==> src/rtl/mux5_rr_arbiter.sv <==
// Round-robin arbiter for a shared external 5:1 result mux: registered select/one-hot grant, bounded bursts.
// Optional stall watchdog enabled by defining ARB_TIMEOUT_EN (adds TIMEOUT_CYC parameter).
module mux5_rr_arbiter #(
  parameter int MAX_BURST = 4
`ifdef ARB_TIMEOUT_EN
  , parameter int TIMEOUT_CYC = 16
`endif
) (
  input  logic       clk,
  input  logic       rst_n,
  input  logic [4:0] req,
  input  logic [4:0] last,
  input  logic       out_ready,
  output logic [2:0] select,
  output logic [4:0] gnt,
  output logic [4:0] ack,
  output logic       out_valid,
  output logic       timeout
);

  typedef enum logic {IDLE, GRANT} state_t;

  state_t     r_state, w_nxt_state;
  logic [2:0] r_sel, w_nxt_sel, r_ptr, w_nxt_ptr, w_pick;
  logic [4:0] r_gnt, w_nxt_gnt;
  logic [3:0] r_beat, w_nxt_beat;
  logic       w_req_sel, w_last_sel, w_accept, w_end, w_release, w_stall_hit;

  // Rotating priority scan; iterating downward lets the entry nearest ptr win.
  always_comb begin
    int idx;
    idx    = 0;
    w_pick = 3'd0;
    for (int k = 4; k >= 0; k--) begin
      idx = int'(r_ptr) + k;
      if (idx >= 5) idx = idx - 5;
      if (req[idx]) w_pick = 3'(idx);
    end
  end

  assign w_req_sel  = |(req & r_gnt);
  assign w_last_sel = |(last & r_gnt);
  assign w_accept   = (r_state == GRANT) && out_ready;
  assign w_end      = w_accept && (w_last_sel || (r_beat == 4'(MAX_BURST - 1)));
  // An accept outranks both abort and timeout, so those only apply while stalled.
  assign w_release  = (r_state == GRANT) &&
                      (w_end || (!out_ready && (!w_req_sel || w_stall_hit)));

  always_comb begin
    w_nxt_state = r_state;
    w_nxt_sel   = r_sel;
    w_nxt_gnt   = r_gnt;
    w_nxt_ptr   = r_ptr;
    w_nxt_beat  = r_beat;
    case (r_state)
      IDLE: begin
        if (req != 5'd0) begin
          w_nxt_state = GRANT;
          w_nxt_sel   = w_pick;
          w_nxt_gnt   = 5'd1 << w_pick;
          w_nxt_beat  = 4'd0;
        end
      end
      GRANT: begin
        if (w_release) begin
          w_nxt_state = IDLE;
          w_nxt_sel   = 3'd7;
          w_nxt_gnt   = 5'd0;
          w_nxt_ptr   = (r_sel == 3'd4) ? 3'd0 : r_sel + 3'd1;
        end else if (w_accept) begin
          w_nxt_beat  = r_beat + 4'd1;
        end
      end
      default: begin
        w_nxt_state = IDLE;
        w_nxt_sel   = 3'd7;
        w_nxt_gnt   = 5'd0;
      end
    endcase
  end

  always_ff @(posedge clk or negedge rst_n) begin
    if (!rst_n) begin
      r_state <= IDLE;
      r_sel   <= 3'd7;
      r_gnt   <= 5'd0;
      r_ptr   <= 3'd0;
      r_beat  <= 4'd0;
    end else begin
      r_state <= w_nxt_state;
      r_sel   <= w_nxt_sel;
      r_gnt   <= w_nxt_gnt;
      r_ptr   <= w_nxt_ptr;
      r_beat  <= w_nxt_beat;
    end
  end

`ifdef ARB_TIMEOUT_EN
  localparam int SW = $clog2(TIMEOUT_CYC + 1);
  logic [SW-1:0] r_stall;
  logic          r_timeout;

  assign w_stall_hit = (r_stall == SW'(TIMEOUT_CYC - 1));

  // Counter idles at zero outside GRANT, so every new grant starts fresh.
  always_ff @(posedge clk or negedge rst_n) begin
    if (!rst_n) begin
      r_stall   <= '0;
      r_timeout <= 1'b0;
    end else begin
      r_timeout <= (r_state == GRANT) && !out_ready && w_req_sel && w_stall_hit;
      if ((r_state != GRANT) || out_ready || w_release) r_stall <= '0;
      else                                              r_stall <= r_stall + 1'b1;
    end
  end

  assign timeout = r_timeout;
`else
  assign w_stall_hit = 1'b0;
  assign timeout     = 1'b0;
`endif

  assign select    = r_sel;
  assign gnt       = r_gnt;
  assign out_valid = (r_state == GRANT);
  assign ack       = r_gnt & {5{out_ready}};

endmodule

==> config.mk <==
export PLATFORM = sky130hd
export DESIGN_NAME = mux5_rr_arbiter
export DESIGN_NICKNAME = d
export VERILOG_FILES = /design/src/rtl/mux5_rr_arbiter.sv
export SDC_FILE = /design/constraint.sdc
export NUM_CORES = 1
export LEC_CHECK = 0
export CAP_MARGIN = 30
export CORE_MARGIN = 2
export CORE_UTILIZATION = 35
export DETAILED_ROUTE_END_ITERATION = 7
export PLACE_DENSITY = 0.6
export SLEW_MARGIN = 20
export SYNTH_ARGS = -nofsm -noshare
export SYNTH_HDL_FRONTEND = slang
export SYNTH_SLANG_ARGS = --single-unit
export TNS_END_PERCENT = 20
==> constraint.sdc <==
create_clock -name clk -period 3.6 [get_ports clk]
set_clock_uncertainty 0.2 [all_clocks]
set_input_delay 0.54 -clock clk [delete_from_list [all_inputs] [get_ports clk]]
set_output_delay 0.54 -clock clk [all_outputs]
set_load 0.05 [all_outputs]
==> results of run 1 <==
-- metal layers --
layer,GRT usage (%),vias up,part of all wire [%]
met5,0,-,0
met1,25.8,1009,47
met3,1.20,8,3.4
met4,3.83,0,1.0
met2,29.8,47,48
li1,-,1048,-
-- cell type report --
cell class,instances,area [um^2],share of cell area (%)
Clock buffer,4,55.1,2.15
Inverter,13,48.8,1.91
Multi-Input combinational cell,220,1590,62.2
Sequential cell,16,404,15.8
Tap cell,75,93.8,3.67
Timing Repair Buffer,40,365,14.3
-- stage by stage --
stage | instances | utilization (%) | hold WS [ns] | setup slack [ns] | cell area, um^2
floorplan | 265 | - | 0.0444 | 0.113 | 2150
global route | 368 | 43.2 | 0.360 | 0.0206 | 2560
global placement | 364 | 42.3 | 0.313 | 0.236 | 2500
CTS | 368 | 43.2 | 0.339 | 0.251 | 2560
detailed placement | 364 | 42.3 | 0.312 | 0.222 | 2500
finish | 368 | 43.2 | 0.329 | 0.229 | 2560
-- tightest hold or removal path: cells and delay by family, from the launching register on --
family / cells / cell delay [ns]
flops: 1 / 0.39
compound gates: 1 / 0.08
buf+inv: 1 / 0.05
-- cell usage in the layout (no fill, tap or decap), types with 3 or more instances in the layout --
cell type / synthesis / layout
nand4_1: 3 / 3
a22o_1: 5 / 5
o21ai_1: 3 / 3
clkdlybuf4s50_1: 0 / 26
nand3_1: 8 / 8
and2_1: 5 / 5
buf_4: 1 / 14
mux2_2: 3 / 3
dfrtp_1: 13 / 13
clkbuf_8: 0 / 4
nand2b_1: 5 / 5
o2111ai_1: 3 / 3
a22oi_1: 6 / 6
dfstp_2: 3 / 3
mux2i_1: 4 / 4
and3_1: 6 / 6
a211oi_1: 6 / 6
ha_1: 17 / 17
xnor2_1: 3 / 3
nor2_1: 17 / 17
inv_1: 12 / 12
nand2_1: 22 / 22
o31ai_1: 3 / 3
a21oi_1: 13 / 13
nor2b_1: 9 / 9
a211o_1: 3 / 3
o21ai_0: 17 / 17
nor3_1: 8 / 8
a41o_1: 3 / 3
-- logic make-up (layout without fill, tap and decap cells) --
family	after synthesis	count (layout)	share of synthesized area, %
multiplexers	10	10	6.76
buffers and inverters	29	57	6.94
AND/OR/NAND/NOR	102	102	26.0
AO/OA/AOI/OAI	85	85	29.3
flip-flops	16	16	18.8
adder cells (fa/ha/maj)	17	17	9.91
other	1	1	0.175
XOR/XNOR	5	5	2.04
-- path summary, 6_finish.rpt --
kind	startpoint	endpoint	slack, ns	cells after the start
worst min register to register	select[2]	select[2]	0.33	2
worst min-delay path	select[2]	select[2]	0.33	2
worst max-delay path	r_ptr[2]	gnt[0]	0.23	10
min in group asynchronous	rst_n	r_beat[3]	0.52	1
max in group asynchronous	rst_n	r_ptr[1]	2.22	1
worst max register to register	r_ptr[2]	gnt[0]	0.23	10
-- flip-flops by register name, summed over array words and instances (netlist names) --
| signal | cells |
|---|---|
| out_valid | 1 |
| r_beat | 4 |
| select | 3 |
| gnt | 5 |
| r_ptr | 3 |
==> flow_summary.toml, run 1 <==
[status]
status = "finished clean"

[final_layout]
nNetsFinal = 324
antenna_cells = 0
area_growth_pct = 19.3
drive_gt1_share_pct = 13.7
fill_cells = 596

[global_route]
grt_overflow = 0
grt_pass1_vias = 1894
grt_max_degree = 30
antenna_found_initial = 0
grt_util_all_layers_pct = 18.0
grt_pass1_wl_mm = 9.52

[route]
drt_iter0_drc = 189
wirelength_mm = 6.02
vias_per_cell = 5.74
firstDrtPassIters = 4
wl_per_cell_um = 16.4
route.vias.total = 2112
postRouteAntennaNets = 0
drcViolationCount = 0

[clock_network]
cts_buffers = 3
post_cts_resized = 0
clk_path_buf_depth = 2
cts_tree = "done"
cts_sinks = 16
ctsHoldBuffers = 0
htree_levels = 1
post_cts_buffers = 0
clockRootBuffer = "clkbuf_8"
clk_pin_slew_ns = 0.06
clk_latency_ns = 0.25

[sta]
maxSlewHeadroom_pct = 51.6
final.setup.tns_ns = 0
final.period_utilization_pct = 93.6
rsz0062_at_grt = "false"
final_hold_viol_count = 0
setup_violations = 0
fmax_mhz = 297
drv_slew = 0
max_slew.worst_pin.slew_ns = 0.724
fin_crit_ns = 3.37

[synthesis]
mappedNetlistNets = 295
synth_cell_types = 72
syn_area_mm2 = 0.00215
ys_dominant_reg_cell = "dfrtp_1"
syn_inst = 265
synthTopCellsByCount = "nand2_1, ha_1, nor2_1, o21ai_0"
synth_edf_count = 0
synth.top_cell.area_share_pct = 15.2
synth_area_leader_cell = "dfrtp_1"
ys_warn_count = 0
synth_area_per_cell_um2 = 8.10
yosysMostFrequentCell = "nand2_1"
seq_area_frac_synth_pct = 18.8
yosys_register_bits = 16
synthArstFlopShare_pct = 100
yosys-top-cells-area = "dfrtp_1, ha_1, o21ai_0, nand2_1, dfstp_2"

[floorplan]
core_region_area_mm2 = 0.00592
pin_count = 28
rows = 28
die_y_um = 82.3
dieArea_mm2 = 0.00677
start_util_pct = 36.2
die_x_um = 82.3

[critical_path]
crit_path_start_kind = "register"
arrival_ns = 3.31
cp.buffers_inverters = 1
cp-end-kind = "register"
cp.required_ns = 3.54
max_stage_delay_ns = 0.54
cp_cell_sequence = "inv_1 > ha_1 > nor2b_1 > a21oi_1 > a31oi_1 > mux2_2 > a211oi_1 > nor3_1 > o41a_1 > a41o_1"
critPathSlowestCell = "dfrtp_1"
crit_type = "reg -> reg"
crit_fanout = 13
cp_top_family = "compound AO/OA/AOI/OAI gates"

[placement]
post-dp-hpwl_mm = 4.55
routabilityCongestion = 0.896
portBuffers = 26

[job]
cap_violations = 0

[hold_path]
min_path_type = "reg -> reg"
Power of run 1 is not shown: default switching activity piles up to over one toggle a cycle in this logic, so the estimate is an artifact.
==> run 2: changes to the inputs <==
--- a/config.mk
+++ b/config.mk
@@ -7,9 +7,9 @@
 export LEC_CHECK = 0
 export CAP_MARGIN = 30
 export CORE_MARGIN = 2
-export CORE_UTILIZATION = 35
+export CORE_UTILIZATION = 48
 export DETAILED_ROUTE_END_ITERATION = 7
-export PLACE_DENSITY = 0.6
+export PLACE_DENSITY = 0.77
 export SLEW_MARGIN = 20
 export SYNTH_ARGS = -nofsm -noshare
 export SYNTH_HDL_FRONTEND = slang
==> run 2 against run 1 <==
Net effect:
- critical path depth is 2 higher
- fmax decreased by 0.77%
- flip-flop and latch count unchanged
- clock-buffer cell count did not move
- register-to-register slack worse by 0.03 ns
- global-route usage up 5.6 points
- non-clock buffer count fell by 1
- first-iteration DRC count increased by 29%
- cell count down 6.5%
- die area decreased by 26%
- routed wire length shrank 4.0%
- critical endpoint is now gnt[1]
==> flow_summary.toml, run 2 (synthesized netlist as in run 1, its figures left out) <==
[final_layout]
final_common_cell = "clkdlybuf4s50_1"
stdcell_count = 344
largest_register_ffs = 5
drive_gt1_share_pct = 13.0
nNetsFinal = 323
antenna_cells = 0
mostFrequentLayoutCells = "clkdlybuf4s50_1, nand2_1, nor2_1, o21ai_0, ha_1"
area_growth_pct = 17.1

[floorplan]
die_y_um = 70.9
dieArea_mm2 = 0.00502
pin_count = 28
die_x_um = 70.9
rows = 24
core_region_area_mm2 = 0.00432
start_util_pct = 49.6

[clock_network]
cts_sinks = 16
clk_latency_ns = 0.24
ctsHoldBuffers = 0
htree_levels = 1
clk_pin_slew_ns = 0.06
cts_buffers = 3
post_cts_resized = 0
clk_path_buf_depth = 2
cts_tree = "done"
post_cts_buffers = 0
clockRootBuffer = "clkbuf_8"

[global_route]
grt_pass1_wl_mm = 9.76
antenna_found_initial = 0
grt_max_degree = 30
grt_pass1_vias = 1990
grt_util_all_layers_pct = 23.6
grt_overflow = 0

[placement]
place_inst = 340
post-dp-hpwl_mm = 4.25
routabilityCongestion = 0.951
portBuffers = 26

[route]
wirelength_mm = 5.78
drt_iter0_drc = 244
firstDrtPassIters = 4
vias_per_cell = 6.18
route.vias.total = 2126
postRouteAntennaNets = 0
drcViolationCount = 0
wl_per_cell_um = 16.8

[sta]
final.period_utilization_pct = 94.4
rsz0062_at_grt = "false"
final_hold_viol_count = 0
drv_slew = 0
max_slew.worst_pin.slew_ns = 0.716
setup_violations = 0
fin_crit_ns = 3.40
fmax_mhz = 294
maxSlewHeadroom_pct = 52.1
final.setup.tns_ns = 0

[critical_path]
cp_top_family = "simple AND/OR/NAND/NOR gates"
cp-end-kind = "register"
arrival_ns = 3.38
cp.buffers_inverters = 2
cp.required_ns = 3.58
critPathSlowestCell = "or3_4"
crit_type = "reg -> reg"
crit_path_start_kind = "register"
cp_cell_sequence = "inv_1 > ha_1 > inv_1 > ha_1 > a211o_1 > and3_1 > or3_4 > a31oi_4 > mux2i_1 > a211oi_2 > nor3_2 > a41o_1"
crit_fanout = 5
max_stage_delay_ns = 0.39

[status]
status = "finished clean"

[job]
cap_violations = 0

[hold_path]
min_path_type = "reg -> reg"
## run 2: path summary, 6_finish.rpt
kind                       startpoint        end  slack (ns)  cells after the start
max in group asynchronous       rst_n     gnt[4]        2.23                      1
setup / recovery             r_ptr[1]     gnt[1]        0.20                     12
hold reg to reg             select[2]  select[2]        0.33                      2
min in group asynchronous       rst_n  r_beat[2]        0.52                      1
hold / removal              select[2]  select[2]        0.33                      2
setup reg to reg             r_ptr[1]     gnt[1]        0.20                     12
## run 2: layout make-up
type,instances,area [um^2]
Timing Repair Buffer,39,358
Sequential cell,16,404
Tap cell,52,65.1
Clock buffer,4,45.0
Fill cell,399,1810
Inverter,13,48.8
Multi-Input combinational cell,220,1590
## run 2: worst min-delay path: stages (launching register included)
cell and delay [ns]:
dfstp_2 0.40, inv_1 0.05, a22oi_1 0.07
## run 2: stage by stage
| stage | setup slack (ns) | hold WS, ns | instance area, um^2 | utilization [%] |
|---|---|---|---|---|
| 2_1_floorplan | 0.113 | 0.0444 | 2150 | - |
| 5_1_grt | 0.0527 | 0.362 | 2510 | 58.1 |
| 6_report | 0.203 | 0.332 | 2510 | 58.1 |
| 3_3_place_gp | 0.292 | 0.312 | 2470 | 57.1 |
| 3_5_place_dp | 0.256 | 0.316 | 2470 | 57.1 |
| 4_1_cts | 0.233 | 0.333 | 2510 | 58.1 |
## run 2: per-layer routing
layer,global-route usage [%],wire (um),vias to the layer above
li1,-,-,1050
met5,0,0,-
met2,40.6,2850,72
met3,2.14,341,8
met4,5.87,68,0
met1,32.1,2510,996
Power of run 2 is left out for the same reason.
==> run 3: changes to the inputs <==
--- a/config.mk
+++ b/config.mk
@@ -5,11 +5,12 @@
 export SDC_FILE = /design/constraint.sdc
 export NUM_CORES = 1
 export LEC_CHECK = 0
+export ABC_CLOCK_PERIOD_IN_PS = 4200
 export CAP_MARGIN = 30
 export CORE_MARGIN = 2
 export CORE_UTILIZATION = 48
 export DETAILED_ROUTE_END_ITERATION = 7
-export PLACE_DENSITY = 0.77
+export PLACE_DENSITY = 0.74
 export SLEW_MARGIN = 20
 export SYNTH_ARGS = -nofsm -noshare
 export SYNTH_HDL_FRONTEND = slang
==> constraint.sdc (replaced) <==
create_clock -name clk -period 4.2 [get_ports clk]
set_clock_uncertainty 0.2 [all_clocks]
set_input_delay 0.63 -clock clk [delete_from_list [all_inputs] [get_ports clk]]
set_output_delay 0.63 -clock clk [all_outputs]
set_load 0.05 [all_outputs]
==> run 3 against run 2 <==
Net effect:
- largest cell class unchanged
- fmax decreased by 7.5%
- cell count decreased by 2.6%
- cell area decreased by 2.3%
==> flow_summary.toml, run 3 (synthesized netlist as in run 1, its figures left out) <==
[global_route]
grt_overflow = 0
grt_pass1_vias = 1964
antenna_found_initial = 0
grt_util_all_layers_pct = 23.4
grt_pass1_wl_mm = 9.59
grt_max_degree = 30

[critical_path]
arrival_ns = 3.62
rr_worst_depth = 12
crit_cells = 12
cp_top_family = "compound AO/OA/AOI/OAI gates"
cp.buffers_inverters = 2
crit_type = "reg -> reg"
max_stage_delay_ns = 0.43
crit_path_start_kind = "register"
critPathSlowestCell = "o41a_1"
cp.required_ns = 4.14
cp_cell_sequence = "inv_1 > ha_1 > inv_1 > ha_1 > a211o_1 > and3_1 > or3_4 > a31oi_4 > nand4b_1 > o21ai_1 > o41a_1 > a41o_1"
cp-end-kind = "register"
crit_fanout = 12
rrSetupSlack_ns = 0.53

[route]
drcViolationCount = 0
wl_per_cell_um = 17.1
firstDrtPassIters = 5
postRouteAntennaNets = 0
vias_per_cell = 6.38
drt_iter0_drc = 201
route.vias.total = 2137
wirelength_mm = 5.74

[floorplan]
core_region_area_mm2 = 0.00432
rows = 24
dieArea_mm2 = 0.00502
start_util_pct = 49.6
die_x_um = 70.9
die_y_um = 70.9
pin_count = 28

[clock_network]
cts_tree = "done"
cts_sinks = 16
clk_path_buf_depth = 2
post_cts_resized = 0
post_cts_buffers = 0
clockRootBuffer = "clkbuf_8"
htree_levels = 1
clk_latency_ns = 0.25
clk_pin_slew_ns = 0.06
cts_buffers = 3
ctsHoldBuffers = 0

[final_layout]
final_common_cell = "clkdlybuf4s50_1"
fin_area_mm2 = 0.00246
mostFrequentLayoutCells = "clkdlybuf4s50_1, nand2_1, nor2_1, o21ai_0, ha_1"
area.sequential_um2 = 404
antenna_cells = 0
drive_gt1_share_pct = 10.6
largest_register_ffs = 5
fill_cells = 405
nNetsFinal = 314
area_growth_pct = 14.5
multi_input_area_mm2 = 0.00159

[placement]
post-dp-hpwl_mm = 4.22
portBuffers = 26
postPlaceCellArea_mm2 = 0.00240
routabilityCongestion = 0.896

[sta]
maxSlewHeadroom_pct = 53.1
rsz0062_at_grt = "false"
max_slew.worst_pin.slew_ns = 0.699
fmax_mhz = 272
final.setup.tns_ns = 0
setup_violations = 0
final.period_utilization_pct = 87.5
drv_slew = 0
final_hold_viol_count = 0
fin_crit_ns = 3.67

[status]
status = "finished clean"

[hold_path]
min_path_type = "reg -> reg"
holdPathStages = 2

[job]
cap_violations = 0
## run 3: area by class of cell
cell class                      count  area share (%)
Tap cell                           52            2.65
Sequential cell                    16            16.5
Inverter                           13            1.99
Clock buffer                        4            2.24
Timing Repair Buffer               30            11.8
Multi-Input combinational cell    220            64.8
## run 3: worst paths after layout
path                                 from         to
min in group asynchronous           rst_n  r_beat[1]
max in group asynchronous           rst_n     gnt[3]
worst max-delay path             r_ptr[1]     gnt[0]
worst min-delay path            select[2]  select[2]
worst max register to register   r_ptr[1]     gnt[0]
worst min register to register  select[2]  select[2]
## run 3: routing by layer
layer	part of all wire [%]	track usage, %	wire (um)
met3	5.2	1.57	299
met2	49	39.0	2840
met1	43	31.5	2480
met4	2.1	9.85	123
met5	0	0	0
## run 3: per-stage QoR
stage          util (%)  setup WS [ns]  std cells  hold slack [ns]
6_report           56.8          0.526        335            0.341
5_1_grt            56.8          0.368        335            0.365
4_1_cts            56.8          0.594        335            0.346
3_5_place_dp       55.5          0.615        331            0.328
3_3_place_gp       55.5          0.717        331            0.317
2_1_floorplan         -          0.713        265            0.134
## run 3: worst register-to-register path, delay by kind of cell (launching register included)
kind	cells	cell delay (ns)
flops	1	0.37
buf+inv	2	0.30
simple gates	3	0.72
fa+ha+maj	2	0.63
compound gates	5	1.32
Power of run 3 is left out for the same reason.
